`src/rtl/spi_pixel_loader_if.sv`:
```
// rtl/spi_pixel_loader_if.sv - byte-in / frame-memory-out bundle for spi_pixel_loader
interface spi_pixel_loader_if #(
    parameter int DATA_BITS = 8,
    parameter int ADDR_BITS = 8
);
    logic [DATA_BITS-1:0] byteData;
    logic                 byteValid;
    logic                 frameAck;
    logic                 memWe;
    logic [ADDR_BITS-1:0] memAddr;
    logic [DATA_BITS-1:0] memData;
    logic                 frameReady;
    logic                 overrunErr;

    // Byte source and frame consumer side
    modport master (
        output byteData, byteValid, frameAck,
        input  memWe, memAddr, memData, frameReady, overrunErr
    );

    // Loader side
    modport slave (
        input  byteData, byteValid, frameAck,
        output memWe, memAddr, memData, frameReady, overrunErr
    );
endinterface

```
`src/rtl/spi_pixel_loader.sv`:
```
// rtl/spi_pixel_loader.sv - frames a synchronised SPI byte stream into raster frame-memory writes
module spi_pixel_loader #(
    parameter int                   DATA_BITS  = 8,
    parameter int                   IMG_WIDTH  = 16,
    parameter int                   IMG_HEIGHT = 16,
    parameter logic [DATA_BITS-1:0] SYNC_BYTE  = DATA_BITS'(8'hA5)
) (
    input  logic              clk,
    input  logic              nRst,
    spi_pixel_loader_if.slave bus
);
    localparam int ADDR_BITS = $clog2(IMG_WIDTH * IMG_HEIGHT);
    localparam int COL_W     = (IMG_WIDTH  > 1) ? $clog2(IMG_WIDTH)  : 1;
    localparam int ROW_W     = (IMG_HEIGHT > 1) ? $clog2(IMG_HEIGHT) : 1;

    typedef enum logic [1:0] {IDLE, LOAD, READY} state_t;

    state_t               r_state, w_state_nxt;
    logic                 r_v1, r_v2, r_v3;
    logic                 w_byte_evt;
    logic [COL_W-1:0]     r_col, w_col_nxt;
    logic [ROW_W-1:0]     r_row, w_row_nxt;
    logic                 r_we, w_we_nxt;
    logic [ADDR_BITS-1:0] r_addr, w_addr_nxt, w_addr;
    logic [DATA_BITS-1:0] r_data, w_data_nxt;
    logic                 r_ready, w_ready_nxt;
    logic                 r_ovr, w_ovr_nxt;

    // Bring the level-held byteValid into clk domain and keep one extra stage for edge detection
    always_ff @(posedge clk or negedge nRst) begin
        if (!nRst) begin
            r_v1 <= 1'b0;
            r_v2 <= 1'b0;
            r_v3 <= 1'b0;
        end else begin
            r_v1 <= bus.byteValid;
            r_v2 <= r_v1;
            r_v3 <= r_v2;
        end
    end

    // One event per byte: byteData is already quasi-static when the synchronised rise is seen
    assign w_byte_evt = r_v2 & ~r_v3;
    assign w_addr     = ADDR_BITS'(int'(r_row) * IMG_WIDTH + int'(r_col));

    // State, raster position and registered memory-port outputs
    always_ff @(posedge clk or negedge nRst) begin
        if (!nRst) begin
            r_state <= IDLE;
            r_col   <= '0;
            r_row   <= '0;
            r_we    <= 1'b0;
            r_addr  <= '0;
            r_data  <= '0;
            r_ready <= 1'b0;
            r_ovr   <= 1'b0;
        end else begin
            r_state <= w_state_nxt;
            r_col   <= w_col_nxt;
            r_row   <= w_row_nxt;
            r_we    <= w_we_nxt;
            r_addr  <= w_addr_nxt;
            r_data  <= w_data_nxt;
            r_ready <= w_ready_nxt;
            r_ovr   <= w_ovr_nxt;
        end
    end

    // Next-state logic: sync hunt, raster fill, then hold the frame until the core acknowledges
    always_comb begin
        w_state_nxt = r_state;
        w_col_nxt   = r_col;
        w_row_nxt   = r_row;
        w_we_nxt    = 1'b0;
        w_addr_nxt  = r_addr;
        w_data_nxt  = r_data;
        w_ready_nxt = r_ready;
        w_ovr_nxt   = r_ovr;
        case (r_state)
            IDLE: begin
                if (w_byte_evt && (bus.byteData == SYNC_BYTE)) begin
                    w_state_nxt = LOAD;
                    w_col_nxt   = '0;
                    w_row_nxt   = '0;
                end
            end
            LOAD: begin
                // Sync value here is ordinary pixel data
                if (w_byte_evt) begin
                    w_we_nxt   = 1'b1;
                    w_addr_nxt = w_addr;
                    w_data_nxt = bus.byteData;
                    if (r_col == COL_W'(IMG_WIDTH - 1)) begin
                        w_col_nxt = '0;
                        if (r_row == ROW_W'(IMG_HEIGHT - 1)) begin
                            w_row_nxt   = '0;
                            w_ready_nxt = 1'b1;
                            w_state_nxt = READY;
                        end else begin
                            w_row_nxt = r_row + 1'b1;
                        end
                    end else begin
                        w_col_nxt = r_col + 1'b1;
                    end
                end
            end
            READY: begin
                // Ack takes priority; a coincident byte is dropped without being sync-checked
                if (bus.frameAck) begin
                    w_ready_nxt = 1'b0;
                    w_ovr_nxt   = 1'b0;
                    w_state_nxt = IDLE;
                end else if (w_byte_evt) begin
                    w_ovr_nxt = 1'b1;
                end
            end
            default: w_state_nxt = IDLE;
        endcase
    end

    assign bus.memWe      = r_we;
    assign bus.memAddr    = r_addr;
    assign bus.memData    = r_data;
    assign bus.frameReady = r_ready;
    assign bus.overrunErr = r_ovr;
endmodule
```
`src/flat_wrapper.sv`:
```
// flat-port wrapper written by rule: the top's interface ports become plain ports
module spi_pixel_loader_flat 
#(
    parameter int                   DATA_BITS  = 8,
    parameter int                   IMG_WIDTH  = 16,
    parameter int                   IMG_HEIGHT = 16,
    parameter logic [DATA_BITS-1:0] SYNC_BYTE  = DATA_BITS'(8'hA5)
)
  (clk, nRst, bus_byteData, bus_byteValid, bus_frameAck, bus_memWe, bus_memAddr, bus_memData, bus_frameReady, bus_overrunErr);
  spi_pixel_loader_if #(.DATA_BITS(DATA_BITS)) bus_i ();
  input  logic clk;
  input  logic nRst;
  input wire logic [$bits(bus_i.byteData)-1:0] bus_byteData;
  input wire logic [$bits(bus_i.byteValid)-1:0] bus_byteValid;
  input wire logic [$bits(bus_i.frameAck)-1:0] bus_frameAck;
  output wire logic [$bits(bus_i.memWe)-1:0] bus_memWe;
  output wire logic [$bits(bus_i.memAddr)-1:0] bus_memAddr;
  output wire logic [$bits(bus_i.memData)-1:0] bus_memData;
  output wire logic [$bits(bus_i.frameReady)-1:0] bus_frameReady;
  output wire logic [$bits(bus_i.overrunErr)-1:0] bus_overrunErr;
  assign bus_i.byteData = bus_byteData;
  assign bus_i.byteValid = bus_byteValid;
  assign bus_i.frameAck = bus_frameAck;
  assign bus_memWe = bus_i.memWe;
  assign bus_memAddr = bus_i.memAddr;
  assign bus_memData = bus_i.memData;
  assign bus_frameReady = bus_i.frameReady;
  assign bus_overrunErr = bus_i.overrunErr;
  spi_pixel_loader #(.DATA_BITS(DATA_BITS), .IMG_WIDTH(IMG_WIDTH), .IMG_HEIGHT(IMG_HEIGHT), .SYNC_BYTE(SYNC_BYTE)) u_core (.clk(clk), .nRst(nRst), .bus(bus_i));
endmodule
```
`config.mk`:
```
export PLATFORM = sky130hd
export DESIGN_NAME = spi_pixel_loader_flat
export DESIGN_NICKNAME = d
export VERILOG_FILES = /design/src/rtl/spi_pixel_loader_if.sv /design/src/rtl/spi_pixel_loader.sv /design/src/flat_wrapper.sv
export SDC_FILE = /design/constraint.sdc
export NUM_CORES = 1
export LEC_CHECK = 0
export CORE_MARGIN = 2
export CORE_UTILIZATION = 43
export CTS_CLUSTER_DIAMETER = 50
export DETAILED_ROUTE_END_ITERATION = 8
export PLACE_DENSITY = 0.69
export SLEW_MARGIN = 15
export SYNTH_ARGS = -nofsm -noshare
export SYNTH_HDL_FRONTEND = slang
export SYNTH_SLANG_ARGS = --single-unit
export TNS_END_PERCENT = 5
```
`constraint.sdc`:
```
create_clock -name clk -period 1.4 [get_ports clk]
set_clock_uncertainty 0.1 [all_clocks]
set_input_delay 0.14 -clock clk [delete_from_list [all_inputs] [get_ports clk]]
set_output_delay 0.14 -clock clk [all_outputs]
set_load 0.01 [all_outputs]
```
==> run_summary.xml <==
<?xml version="1.0" encoding="UTF-8"?>
<metrics>
  <group name="sta">
    <metric name="maximum_operating_frequency" unit="MHz">664</metric>
    <metric name="worst-slew-pin-transition" unit="ps">247</metric>
    <metric name="finalWorstSetupSlack" unit="ps">-106</metric>
    <metric name="min_period" unit="ps">1510</metric>
    <metric name="fin_crit_sh" unit="%">108</metric>
    <metric name="max-slew-margin-rel" unit="%">83.5</metric>
    <metric name="tns" unit="ps">-1840</metric>
    <metric name="slew_violations" unit="">0</metric>
    <metric name="rsz0062_at_grt" unit="">true</metric>
    <metric name="hold_viol" unit="">0</metric>
    <metric name="final-setup-viol-count" unit="">21</metric>
  </group>
  <group name="floorplan">
    <metric name="die_area" unit="um^2">3610</metric>
    <metric name="die_width" unit="um">60.1</metric>
    <metric name="floorplan.die.height" unit="um">60.1</metric>
    <metric name="initial_utilization" unit="%">44.6</metric>
    <metric name="row_count" unit="">20</metric>
    <metric name="core_area" unit="um^2">3030</metric>
    <metric name="io-pin-count" unit="">31</metric>
  </group>
  <group name="synthesis">
    <metric name="library_cell_occupying_the_most_area_in_the_post_synthesis_netlist" unit="">sky130_fd_sc_hd__dfrtp_1</metric>
    <metric name="dominant_register_cell_in_the_synthesized_netlist" unit="">sky130_fd_sc_hd__dfrtp_1</metric>
    <metric name="syn-instance-count" unit="">103</metric>
    <metric name="synth_edf_count" unit="">0</metric>
    <metric name="library_cells_used_by_synthesis" unit="">28</metric>
    <metric name="postSynth.asyncResetShare" unit="%">100</metric>
    <metric name="seq_area_frac_synth" unit="%">59.3</metric>
    <metric name="yosysWarningCount" unit="">0</metric>
    <metric name="syn_area" unit="um^2">1350</metric>
    <metric name="netlist_top_cells_area" unit="">sky130_fd_sc_hd__dfrtp_1 59%, sky130_fd_sc_hd__mux2_2 13%, sky130_fd_sc_hd__a22o_1 1.9%</metric>
    <metric name="register_bit_count_reported_by_yosys" unit="">32</metric>
    <metric name="syn_area_per_cell" unit="um^2">13.1</metric>
    <metric name="syn_nets" unit="">117</metric>
    <metric name="yosysTopAreaCellShare" unit="%">59.3</metric>
  </group>
  <group name="cells_and_area">
    <metric name="num_antenna_cells" unit="">0</metric>
    <metric name="layout.nets" unit="">174</metric>
    <metric name="layout-area-overhead-vs-synth" unit="%">48.4</metric>
    <metric name="instances_no_fill" unit="">204</metric>
    <metric name="drive_gt1_share" unit="%">33.8</metric>
  </group>
  <group name="worst_setup_path">
    <metric name="path_cells" unit="">and4bb_4 &gt; buf_12 &gt; mux2_2</metric>
    <metric name="r2r_start" unit="">u_core.r_state[1]$_DFFE_PN0P_</metric>
    <metric name="cp_data_required_time" unit="ps">1530</metric>
    <metric name="critPathSlowestCell" unit="">sky130_fd_sc_hd__and4bb_4</metric>
    <metric name="setup.worst_path.end_class" unit="">flip-flop</metric>
    <metric name="worstPathMaxFanout" unit="">9</metric>
    <metric name="setup.worst_path.start" unit="">u_core.r_state[1]$_DFFE_PN0P_</metric>
    <metric name="cell_depth_of_the_worst_setup_path" unit="">3</metric>
    <metric name="critPathArrivalTime" unit="ps">1640</metric>
    <metric name="path_buf_inv" unit="">1</metric>
    <metric name="worst-setup-path-type" unit="">flip-flop to flip-flop</metric>
    <metric name="reg2regPathDepth" unit="">3</metric>
    <metric name="setup.worst_path.end" unit="">u_core.bus.memData[4]$_DFFE_PN0P_</metric>
    <metric name="path_delay_family" unit="">simple AND/OR/NAND/NOR gates</metric>
    <metric name="critPathMaxStageDelay" unit="ps">430</metric>
    <metric name="worst_r2r_endpoint" unit="">u_core.bus.memData[4]$_DFFE_PN0P_</metric>
    <metric name="worst_reg_to_reg_setup_slack" unit="ps">-110</metric>
    <metric name="setup.worst_path.start_class" unit="">flip-flop</metric>
  </group>
  <group name="run_status">
    <metric name="violated_checks" unit="">setup timing</metric>
    <metric name="run_status" unit="">finished, violations left</metric>
  </group>
  <group name="power_and_ir_drop">
    <metric name="cellLeakagePower" unit="nW">1.01</metric>
    <metric name="pwr-share-clk" unit="%">31.7</metric>
    <metric name="powerDensity" unit="nW/um^2">933</metric>
    <metric name="seq_power_share" unit="%">54.1</metric>
    <metric name="power.combinational.fraction" unit="%">14.2</metric>
    <metric name="power.switching_fraction" unit="%">24.1</metric>
    <metric name="total_power" unit="mW">1.87</metric>
    <metric name="power.net_switching" unit="uW">451</metric>
    <metric name="max-vdd-ir-drop" unit="mV">0.525</metric>
    <metric name="p_int" unit="mW">1.42</metric>
  </group>
  <group name="detailed_routing">
    <metric name="routed_via_density" unit="">5.04</metric>
    <metric name="ant_nets" unit="">0</metric>
    <metric name="route.detailed.wl_per_inst" unit="um">13.9</metric>
    <metric name="count_of_routing_violations_after_the_opening_detailed_route_iteration" unit="">16</metric>
    <metric name="detail_route.wirelength" unit="mm">2.83</metric>
    <metric name="drt_pass1_iterations" unit="">4</metric>
    <metric name="drc" unit="">0</metric>
    <metric name="route.vias.total" unit="">1028</metric>
  </group>
  <group name="job">
    <metric name="maxCapViolCount" unit="">0</metric>
  </group>
  <group name="global_route">
    <metric name="grt_first_pass_wirelength" unit="mm">4.78</metric>
    <metric name="grt_overflow" unit="">0</metric>
    <metric name="grt_pass1_vias" unit="">1091</metric>
    <metric name="maximum_number_of_pins_on_one_net_before_global_route_repair" unit="">33</metric>
    <metric name="initial_antenna_violation_count" unit="">0</metric>
    <metric name="all_layer_global_routing_usage" unit="%">18.5</metric>
  </group>
  <group name="place">
    <metric name="hpwlAfterDp" unit="mm">1.98</metric>
    <metric name="numPlacedInstances" unit="">195</metric>
    <metric name="gp_congestion" unit="">0.794</metric>
    <metric name="placement.setup.worst_slack" unit="ps">-190</metric>
    <metric name="placement.io_buffers" unit="">30</metric>
  </group>
  <group name="cts">
    <metric name="root_driver" unit="">sky130_fd_sc_hd__clkbuf_4</metric>
    <metric name="cts_inserted_buffers" unit="">5</metric>
    <metric name="worst_skew_pair.late_latency" unit="ps">340</metric>
    <metric name="clock_tree.buffer_depth" unit="">2</metric>
    <metric name="cts_tree" unit="">yes</metric>
    <metric name="cts.htree.levels" unit="">2</metric>
    <metric name="tritoncts_num_sinks" unit="">32</metric>
    <metric name="cts.reportedPaths.clkPinSlew" unit="ps">90</metric>
  </group>
  <group name="hold_path">
    <metric name="hold_path_class" unit="">primary input to async pin</metric>
  </group>
</metrics>
## cell usage in the layout (no fill, tap or decap), types with 3 or more instances in the layout
cell type	count
sky130_fd_sc_hd__buf_12	3
sky130_fd_sc_hd__nand3_1	4
sky130_fd_sc_hd__buf_4	19
sky130_fd_sc_hd__nand2_1	5
sky130_fd_sc_hd__o21ai_0	3
sky130_fd_sc_hd__nor2_1	4
sky130_fd_sc_hd__clkdlybuf4s50_1	11
sky130_fd_sc_hd__dlygate4sd2_1	19
sky130_fd_sc_hd__a22o_1	3
sky130_fd_sc_hd__mux2_4	7
sky130_fd_sc_hd__mux2_2	9
sky130_fd_sc_hd__inv_1	3
sky130_fd_sc_hd__a21oi_1	4
sky130_fd_sc_hd__nor2b_1	3
sky130_fd_sc_hd__clkbuf_4	5
sky130_fd_sc_hd__nor3b_2	3
sky130_fd_sc_hd__dfrtp_1	32
## power groups by stage
stage	Clock [mW]	Combinational, mW	Sequential (mW)
global route	0.654	0.291	1.02
CTS	0.625	0.267	1.01
floorplan	0	0.0694	1.06
finish	0.593	0.266	1.01
global placement	0	0.288	1.03
detailed placement	0	0.291	1.03
## sequential cells by signal, summed over array words and instances, names as in the netlist
signal                 cells
u_core.bus.frameReady      1
u_core.bus.memAddr         8
u_core.bus.memData         8
u_core.bus.memWe           1
u_core.bus.overrunErr      1
u_core.r_col               4
u_core.r_row               4
u_core.r_state             2
u_core.r_v1                1
u_core.r_v2                1
u_core.r_v3                1
## per-stage QoR
| stage | area [um^2] | hold slack [ps] | util [%] |
|---|---|---|---|
| final | 2010 | 47.2 | 66.2 |
| after global routing | 2010 | 51.3 | 66.2 |
| after CTS | 1980 | 47.1 | 65.2 |
| after detailed placement | 1890 | 236 | 62.3 |
| after global placement | 1890 | 233 | 62.3 |
| after floorplan | 1370 | -256 | - |
## layout make-up
| class | instances | area (um^2) |
|---|---|---|
| Timing Repair Buffer | 52 | 479 |
| Sequential cell | 32 | 801 |
| Inverter | 3 | 11.3 |
| Tap cell | 44 | 55.1 |
| Clock buffer | 7 | 65.1 |
| Multi-Input combinational cell | 66 | 594 |
| Fill cell | 251 | 1020 |
## synthesized netlist by cell type, types with 3 or more instances
cell type                 count
sky130_fd_sc_hd__a21oi_1      4
sky130_fd_sc_hd__a22o_1       3
sky130_fd_sc_hd__dfrtp_1     32
sky130_fd_sc_hd__inv_1        3
sky130_fd_sc_hd__mux2_2      16
sky130_fd_sc_hd__nand2_1      6
sky130_fd_sc_hd__nand3_1      5
sky130_fd_sc_hd__nor2_1       4
sky130_fd_sc_hd__nor2b_1      3
sky130_fd_sc_hd__o21ai_0      4
## worst min path at each step
stage / to / slack, ps
floorplan: u_core.bus.frameReady$_DFFE_PN0P_ / -260
global placement: u_core.r_v2$_DFF_PN0_ / 230
detailed placement: u_core.r_v2$_DFF_PN0_ / 240
CTS: u_core.bus.memAddr[7]$_DFFE_PN0P_ / 50
global route: u_core.r_v3$_DFF_PN0_ / 50
finish: u_core.bus.memAddr[7]$_DFFE_PN0P_ / 50
## worst register-to-register path: cells and delay by family (launching register included)
family	cells	cell delay (ps)
flops	1	390
buf+inv	1	150
mux	1	320
simple gates	1	430
## cell families after synthesis
kind of cell / count (synthesis) / share of synthesized area [%]
buffers and inverters: 5 / 2.22
and+or+nand+nor: 27 / 12.3
muxes: 16 / 13.3
AOI/OAI and AO/OA: 21 / 11.0
adders and majority gates: 2 / 1.85
DFF: 32 / 59.3
## layer usage
| layer | vias up | track usage, % | wire, um |
|---|---|---|---|
| met1 | 500 | 21.6 | 1210 |
| met2 | 35 | 30.1 | 1400 |
| met3 | 4 | 5.41 | 186 |
| met5 | - | 0 | 0 |
| met4 | 0 | 10.5 | 36 |
| li1 | 489 | - | - |
## timing repair
action                                  CTS  global route
hold buffers                              0             0
setup buffers                             1             1
gates resized for setup                  29             3
endpoints found under the setup margin   42            27
pin swaps                                 2             4
Note: power is estimated with default switching activity, not from simulation.
